### src/rtl/serial_frame_tx_if.sv
// Parallel-side handshake of the serial frame transmitter: a word plus
// valid from the producer, and ready back from the transmitter.
interface serial_frame_tx_if #(
    parameter int DATA_W = 8
);
    logic [DATA_W-1:0] data_in;
    logic              valid;
    logic              ready;

    modport master (output data_in, output valid, input ready);
    modport slave  (input data_in, input valid, output ready);
endinterface

### src/rtl/serial_frame_tx.sv
// Serial frame transmitter: accepts a DATA_W-bit word on a valid/ready
// handshake and sends start bit, data LSB first, optional even parity and
// stop bit, each bit held for CLKS_PER_BIT clocks. The line idles high.
module serial_frame_tx #(
    parameter int DATA_W       = 8,
    parameter int CLKS_PER_BIT = 4,
    parameter int PARITY_EN    = 1
) (
    input  logic                   clk,
    input  logic                   rst_n,
    serial_frame_tx_if.slave       link,
    output logic                   tx,
    output logic                   busy,
    output logic                   done
);

    localparam int DIV_W = (CLKS_PER_BIT > 1) ? $clog2(CLKS_PER_BIT) : 1;
    localparam int BIT_W = (DATA_W > 1) ? $clog2(DATA_W) : 1;
    localparam logic [DIV_W-1:0] DIV_LAST = DIV_W'(CLKS_PER_BIT - 1);
    localparam logic [BIT_W-1:0] BIT_LAST = BIT_W'(DATA_W - 1);

    typedef enum logic [2:0] {
        IDLE,
        START,
        DATA,
        PARITY,
        STOP
    } state_t;

    state_t            state, state_nxt;
    logic [DIV_W-1:0]  div, div_nxt;
    logic [BIT_W-1:0]  bit_cnt, bit_nxt;
    logic [DATA_W-1:0] shift, shift_nxt;
    logic              par, par_nxt;
    logic              tx_nxt;
    logic              done_nxt;
    logic              div_last;

    // Even parity: the parity bit makes the total count of ones even.
    function automatic logic even_parity(input logic [DATA_W-1:0] d);
        return ^d;
    endfunction

    assign div_last   = (div == DIV_LAST);
    assign link.ready = (state == IDLE);
    assign busy       = (state != IDLE);

    // State, divider, shift register and registered line outputs.
    always_ff @(posedge clk or negedge rst_n) begin
        if (!rst_n) begin
            state   <= IDLE;
            div     <= '0;
            bit_cnt <= '0;
            shift   <= '0;
            par     <= 1'b0;
            tx      <= 1'b1;
            done    <= 1'b0;
        end else begin
            state   <= state_nxt;
            div     <= div_nxt;
            bit_cnt <= bit_nxt;
            shift   <= shift_nxt;
            par     <= par_nxt;
            tx      <= tx_nxt;
            done    <= done_nxt;
        end
    end

    // Next-state logic: each bit advances only at divider terminal count.
    always_comb begin
        state_nxt = state;
        div_nxt   = div;
        bit_nxt   = bit_cnt;
        shift_nxt = shift;
        par_nxt   = par;
        tx_nxt    = tx;
        done_nxt  = 1'b0;

        case (state)
            IDLE: begin
                div_nxt = '0;
                if (link.valid) begin
                    shift_nxt = link.data_in;
                    par_nxt   = even_parity(link.data_in);
                    state_nxt = START;
                    tx_nxt    = 1'b0;
                end
            end
            START: begin
                if (div_last) begin
                    state_nxt = DATA;
                    tx_nxt    = shift[0];
                    shift_nxt = shift >> 1;
                    bit_nxt   = '0;
                end
            end
            DATA: begin
                if (div_last) begin
                    if (bit_cnt == BIT_LAST) begin
                        if (PARITY_EN != 0) begin
                            state_nxt = PARITY;
                            tx_nxt    = par;
                        end else begin
                            state_nxt = STOP;
                            tx_nxt    = 1'b1;
                        end
                    end else begin
                        tx_nxt    = shift[0];
                        shift_nxt = shift >> 1;
                        bit_nxt   = bit_cnt + 1'b1;
                    end
                end
            end
            PARITY: begin
                if (div_last) begin
                    state_nxt = STOP;
                    tx_nxt    = 1'b1;
                end
            end
            STOP: begin
                if (div_last) begin
                    state_nxt = IDLE;
                    tx_nxt    = 1'b1;
                    done_nxt  = 1'b1;
                end
            end
            default: begin
                state_nxt = IDLE;
                tx_nxt    = 1'b1;
            end
        endcase

        // The divider wraps at terminal count so every bit lasts CLKS_PER_BIT clocks.
        if (state != IDLE) begin
            div_nxt = div_last ? '0 : div + 1'b1;
        end
    end

endmodule

### src/flat_wrapper.sv
// flat-port wrapper written by rule: the top's interface ports become plain ports
module serial_frame_tx_flat 
#(
    parameter int DATA_W       = 8,
    parameter int CLKS_PER_BIT = 4,
    parameter int PARITY_EN    = 1
)
  (clk, rst_n, tx, busy, done, link_data_in, link_valid, link_ready);
  serial_frame_tx_if #(.DATA_W(DATA_W)) link_i ();
  input  logic clk;
  input  logic rst_n;
  output logic tx;
  output logic busy;
  output logic done;
  input wire logic [$bits(link_i.data_in)-1:0] link_data_in;
  input wire logic [$bits(link_i.valid)-1:0] link_valid;
  output wire logic [$bits(link_i.ready)-1:0] link_ready;
  assign link_i.data_in = link_data_in;
  assign link_i.valid = link_valid;
  assign link_ready = link_i.ready;
  serial_frame_tx #(.DATA_W(DATA_W), .CLKS_PER_BIT(CLKS_PER_BIT), .PARITY_EN(PARITY_EN)) u_core (.clk(clk), .rst_n(rst_n), .link(link_i), .tx(tx), .busy(busy), .done(done));
endmodule
### config.mk
export PLATFORM = sky130hd
export DESIGN_NAME = serial_frame_tx_flat
export DESIGN_NICKNAME = d
export VERILOG_FILES = /design/src/rtl/serial_frame_tx_if.sv /design/src/rtl/serial_frame_tx.sv /design/src/flat_wrapper.sv
export SDC_FILE = /design/constraint.sdc
export NUM_CORES = 1
export LEC_CHECK = 0
export BUFFER_PORTS_ARGS = -buffer_cell sky130_fd_sc_hd__buf_2
export CORE_MARGIN = 1.5
export CORE_UTILIZATION = 30
export CTS_CLUSTER_SIZE = 14
export DETAILED_ROUTE_END_ITERATION = 7
export GPL_TIMING_DRIVEN = 0
export SLEW_MARGIN = 5
export SYNTH_ARGS = -nofsm -noshare
export SYNTH_HDL_FRONTEND = slang
export SYNTH_SLANG_ARGS = --single-unit
### constraint.sdc
create_clock -name clk -period 3 [get_ports clk]
set_clock_uncertainty 0.1 [all_clocks]
set_input_delay 0.6 -clock clk [delete_from_list [all_inputs] [get_ports clk]]
set_output_delay 0.6 -clock clk [all_outputs]
set_load 0.005 [all_outputs]
Word-level counts from Yosys, hierarchy flattened
Cells that the tools add are included.
- add/sub/neg operators: 2
- eq/ne operators: 14
- muxes and demuxes: 26
- reductions and logical operators: 12
- operators by type and width (operator ; count):
    $mux 8 ; 4
    $mux 3 ; 8
    $pmux 8 s3 ; 1
    $pmux 3 s5 ; 1
    $ne 2x1->1 const B ; 6
    $reduce_and 4->1 ; 2
    $reduce_xor 8->1 ; 1
    $mux 1 ; 7
    $eq 3x2->1 const B ; 2
    $eq 3x3->1 const B ; 2
    $mux 2 ; 3
    $pmux 3 s2 ; 1
    $reduce_and 6->1 ; 1
    $reduce_bool 3->1 ; 2
    $reduce_and 5->1 ; 1
    $ne 2x2->1 const B ; 2
    $pmux 1 s4 ; 1
    $reduce_bool 2->1 ; 2
    $add 3x1->3 const B ; 1
    $eq 3x1->1 const B ; 1
    $logic_not 3->1 ; 1
    $add 2x1->2 const B ; 1
    $eq 2x2->1 const B ; 1
    $reduce_and 2->1 ; 1
    $reduce_or 2->1 ; 1
- register bits after elaboration: 19
- output and inout bits: 4
- word-level logic and storage cells: 61

Logic depth before layout (Yosys ltp)
- depth after elaboration: 4
- mapped depth: 7

Least setup slack after synthesis
Ideal clock, no wire load.
- path type: register -> register
- start point: register u_core.bit_cnt[0]
- end point: register u_core.shift[0]
- library setup time: 0.077 ns
- arrival: 1.567 ns
- data required time: 2.823 ns
- setup slack: 1.256 ns
- stages on the path, launching flop included: 8
- period minus slack after synthesis: 1.744 ns
- path through: dfrtp_1 ha_1 ha_1 nand4bb_1 a31oi_4 buf_6 nor2_1 a21oi_1
- word-level cells in the longest chain between the ends: 3
- ends and longest elaborated chain (item ; line ; source):
    start: declaration ; serial_frame_tx.sv:32 ; logic [BIT_W-1:0] bit_cnt, bit_nxt;
    start signal: assignment ; serial_frame_tx.sv:61 ; bit_cnt <= bit_nxt;
    $eq 3x3->1 ; serial_frame_tx.sv:99 ; if (bit_cnt == BIT_LAST) begin
    $ne 2x2->1 (no source line) ; - ;
    $reduce_and 5->1 (no source line) ; - ;
    end signal: assignment ; serial_frame_tx.sv:62 ; shift <= shift_nxt;
    end: declaration ; serial_frame_tx.sv:33 ; logic [DATA_W-1:0] shift, shift_nxt;
Every way passes these cells.
A chain may end at the register's enable or synchronous reset.

Worst setup path in the final report
- start point: register u_core.state[1]
- end point: output busy
- word-level cells in the longest chain between the ends: 1
- ends and longest elaborated chain (item ; line ; source):
    start: declaration ; serial_frame_tx.sv:30 ; state_t state, state_nxt;
    start signal: assignment ; serial_frame_tx.sv:59 ; state <= state_nxt;
    $reduce_bool 3->1 ; serial_frame_tx.sv:46 ; assign busy = (state != IDLE);
    end: declaration ; flat_wrapper.sv:13 ; output logic busy;
Every way passes these cells.

==> impl_results.md <==
- GRT Residual Overflow: 0
- Initial antenna violation count: 0
- Floorplan row count: 21
- Path depth of the worst reg2reg path: 7
- Design area: between 0.001 and 0.0015 mm²
- Post-synth top cells: 18 x dfrtp_1, 12 x a21oi_1, 8 x nor2_1, 8 x xnor2_1, 7 x mux2i_1
- Share of layout cells above drive strength 1: a little under a quarter
- Synthesized area per cell: between 10 and 15 µm²
- Fin worst setup slack: about 710 ps
- Vias in the first global route: 897
- Initial Util: between 30% and 40%
- Number of flops mapped to enable cells by yosys: 0
- Reg2reg setup slack: 1010 ps
- #FFs+latches synth: 19
- Synth Net Count: roughly 120
- VDD IR max: 284 µV
- Worst slew pin tran: 478 ps
- Global placement routability congestion: 0.772
- Slew Viols, Final: 0
- Io pins: 15
- Clock latency on the worst-skew pair: ~300 ps
- Die X: 62.7 µm
- Status: finished, final reports clean
- Critical path data arrival time: between 1500 and 2000 ps
- Inst Count DP: 165
- Worst Path Max Fanout: 10
- Maxcap violations: 0
- Hold crit path type: in -> async
- CTS tree: built
- Synthesis-to-finish area growth: 14.8%
- Post-CTS Resized: 0
- Core area: ~0.0034 mm²
- Clk sinks: 19
- Die Footprint: around 0.004 mm²
- GRT Resource Usage Total: 12.8%
- RSZ-0062 raised after global routing: no
- CP endpoint kind: output port
- # fillers: roughly 350
- DRC violations left: 0
- Top post-synthesis cells by area: dfrtp_1 42%, mux2i_1 6.6%, xnor2_1 6.6%
- WS Path Type: reg -> out
- Finish-stage setup viols: 0
- Register area share after synthesis: roughly 45%
- Final ANT Viol Nets: 0
- CTS Root Cell: clkbuf_4
- Fin cells: 169
- P per Cell Area: 580 mW/mm²
- Synthesized instance count: about 110
- Period minus WS final: 2290 ps
- Worst rel slew slack: 68.1%
- Deepest clock path buffer count: 2
- Via/cell ratio: around 5
- Final net count: between 100 and 150
- Largest net degree at the start of global routing: 20
- Register area: about 480 µm²
- Leak: between 0.5 and 0.6 nW
- Synth warn: 0
- Netlist cell types: 32
- Worst R2R Start: u_core.bit_cnt[0]$_DFFE_PN0P_
- Total CTS buffers: 3
- Leading area contributor after synthesis: dfrtp_1
- Reg-to-Reg End: u_core.shift[0]$_DFFE_PN0P_
- Pre-CTS setup slack: 1030 ps
- Clk slew on worst S/H paths: around 120 ps
- Hold buffers post-CTS: 0
- Startpoint types: register
- Post-DP Area: between 0.001 and 0.0015 mm²
- H-tree Lvls: 1
- Worst Path Required: 2300 ps
- Final Hold Viols: 0
- Die H: approximately 63 µm
- Post-synth ARST share: between 90% and 100%
- WL final: between 2000 and 2500 µm
- Post-CTS setup buffers: 0
- Worst hold margin: approximately 120 ps
- Starting DRT DRC Count: 25
- Setup TNS: 0 ps
- ANT cells: 0
- Drt first pass iters: 6
- Final core occ: a little over a third
- Fmax: approximately 0.44 GHz
- I/O Buffers: 14
- Ys flop type: dfrtp_1
- Wire per inst: 12.7 µm
- Synthesized area: between 0.001 and 0.0015 mm²
- Via Count: 830
- Global-route wire length before repair: approximately 4000 µm
- Final period utilization: 76.2%
- DP Wirelength: 1630 µm
- Power Total: between 0.7 and 0.8 mW
- Multi-input logic area: 536 µm²
- Top-area cell type share of the netlist area: 42.2%
- Count leader, synth: dfrtp_1
==> power breakdown <==
part	switching [mW]	leakage [nW]	internal [mW]
Combinational	0.129	0.300	0.117
Clock	0.0858	0.0139	0.0508
Sequential	0.0258	0.221	0.302
Total	0.241	0.535	0.470
==> cell usage in the layout (no fill, tap or decap), types with 5 or more instances in the layout <==
cell type / netlist / layout
xnor2_1: 8 / 8
dfrtp_1: 18 / 18
buf_2: 0 / 14
nor2_1: 8 / 8
o21ai_0: 5 / 5
mux2i_1: 7 / 7
inv_1: 6 / 6
nand2_1: 6 / 6
a21oi_1: 12 / 12
==> state kept, by name, summed over array words and instances, names as in the netlist <==
| register | flops |
|---|---|
| u_core.shift | 8 |
| u_core.bit_cnt | 3 |
| u_core.state | 3 |
| u_core.div | 2 |
| u_core.done | 1 |
| u_core.par | 1 |
| u_core.tx | 1 |
==> worst max path at each step <==
stage                                        from                          end  slack [ps]  cells after the start
finish                u_core.state[1]$_DFFE_PN0P_                         busy         710                      4
global route          u_core.state[0]$_DFFE_PN0P_                         busy         580                      4
CTS                   u_core.state[1]$_DFFE_PN0P_                         busy         720                      4
detailed placement  u_core.bit_cnt[0]$_DFFE_PN0P_  u_core.shift[0]$_DFFE_PN0P_        1030                      7
global placement                       link_valid  u_core.shift[0]$_DFFE_PN0P_        1050                      6
floorplan           u_core.bit_cnt[0]$_DFFE_PN0P_  u_core.shift[0]$_DFFE_PN0P_        1260                      7
==> cell families after synthesis <==
logic type      share of synthesized area [%]
simple gates                             16.6
compound gates                           15.8
buf+inv                                  5.27
fa+ha+maj                                3.51
flops                                    44.6
xor+xnor                                 6.56
mux                                      7.61
==> critical path, stage by stage, from the launching register on <==
cell and delay, ps:
dfrtp_1 430, buf_4 190, nor3_2 370, inv_1 140, buf_2 160
==> final cells by class <==
type | instances | area share, %
Timing Repair Buffer | 14 | 5.71
Buffer | 5 | 2.76
Sequential cell | 19 | 38.9
Inverter | 6 | 1.84
Clock buffer | 3 | 1.84
Tap cell | 46 | 4.69
Multi-Input combinational cell | 75 | 43.7
Clock inverter | 1 | 0.612
==> layer usage <==
layer	share of wire, %	wire (µm)	GRT usage [%]
met4	0.65	14	2.50
met5	0	0	0
met2	52	1110	23.7
met3	2.7	58	3.78
met1	45	958	14.7
Power figures use the tool's default switching activity.
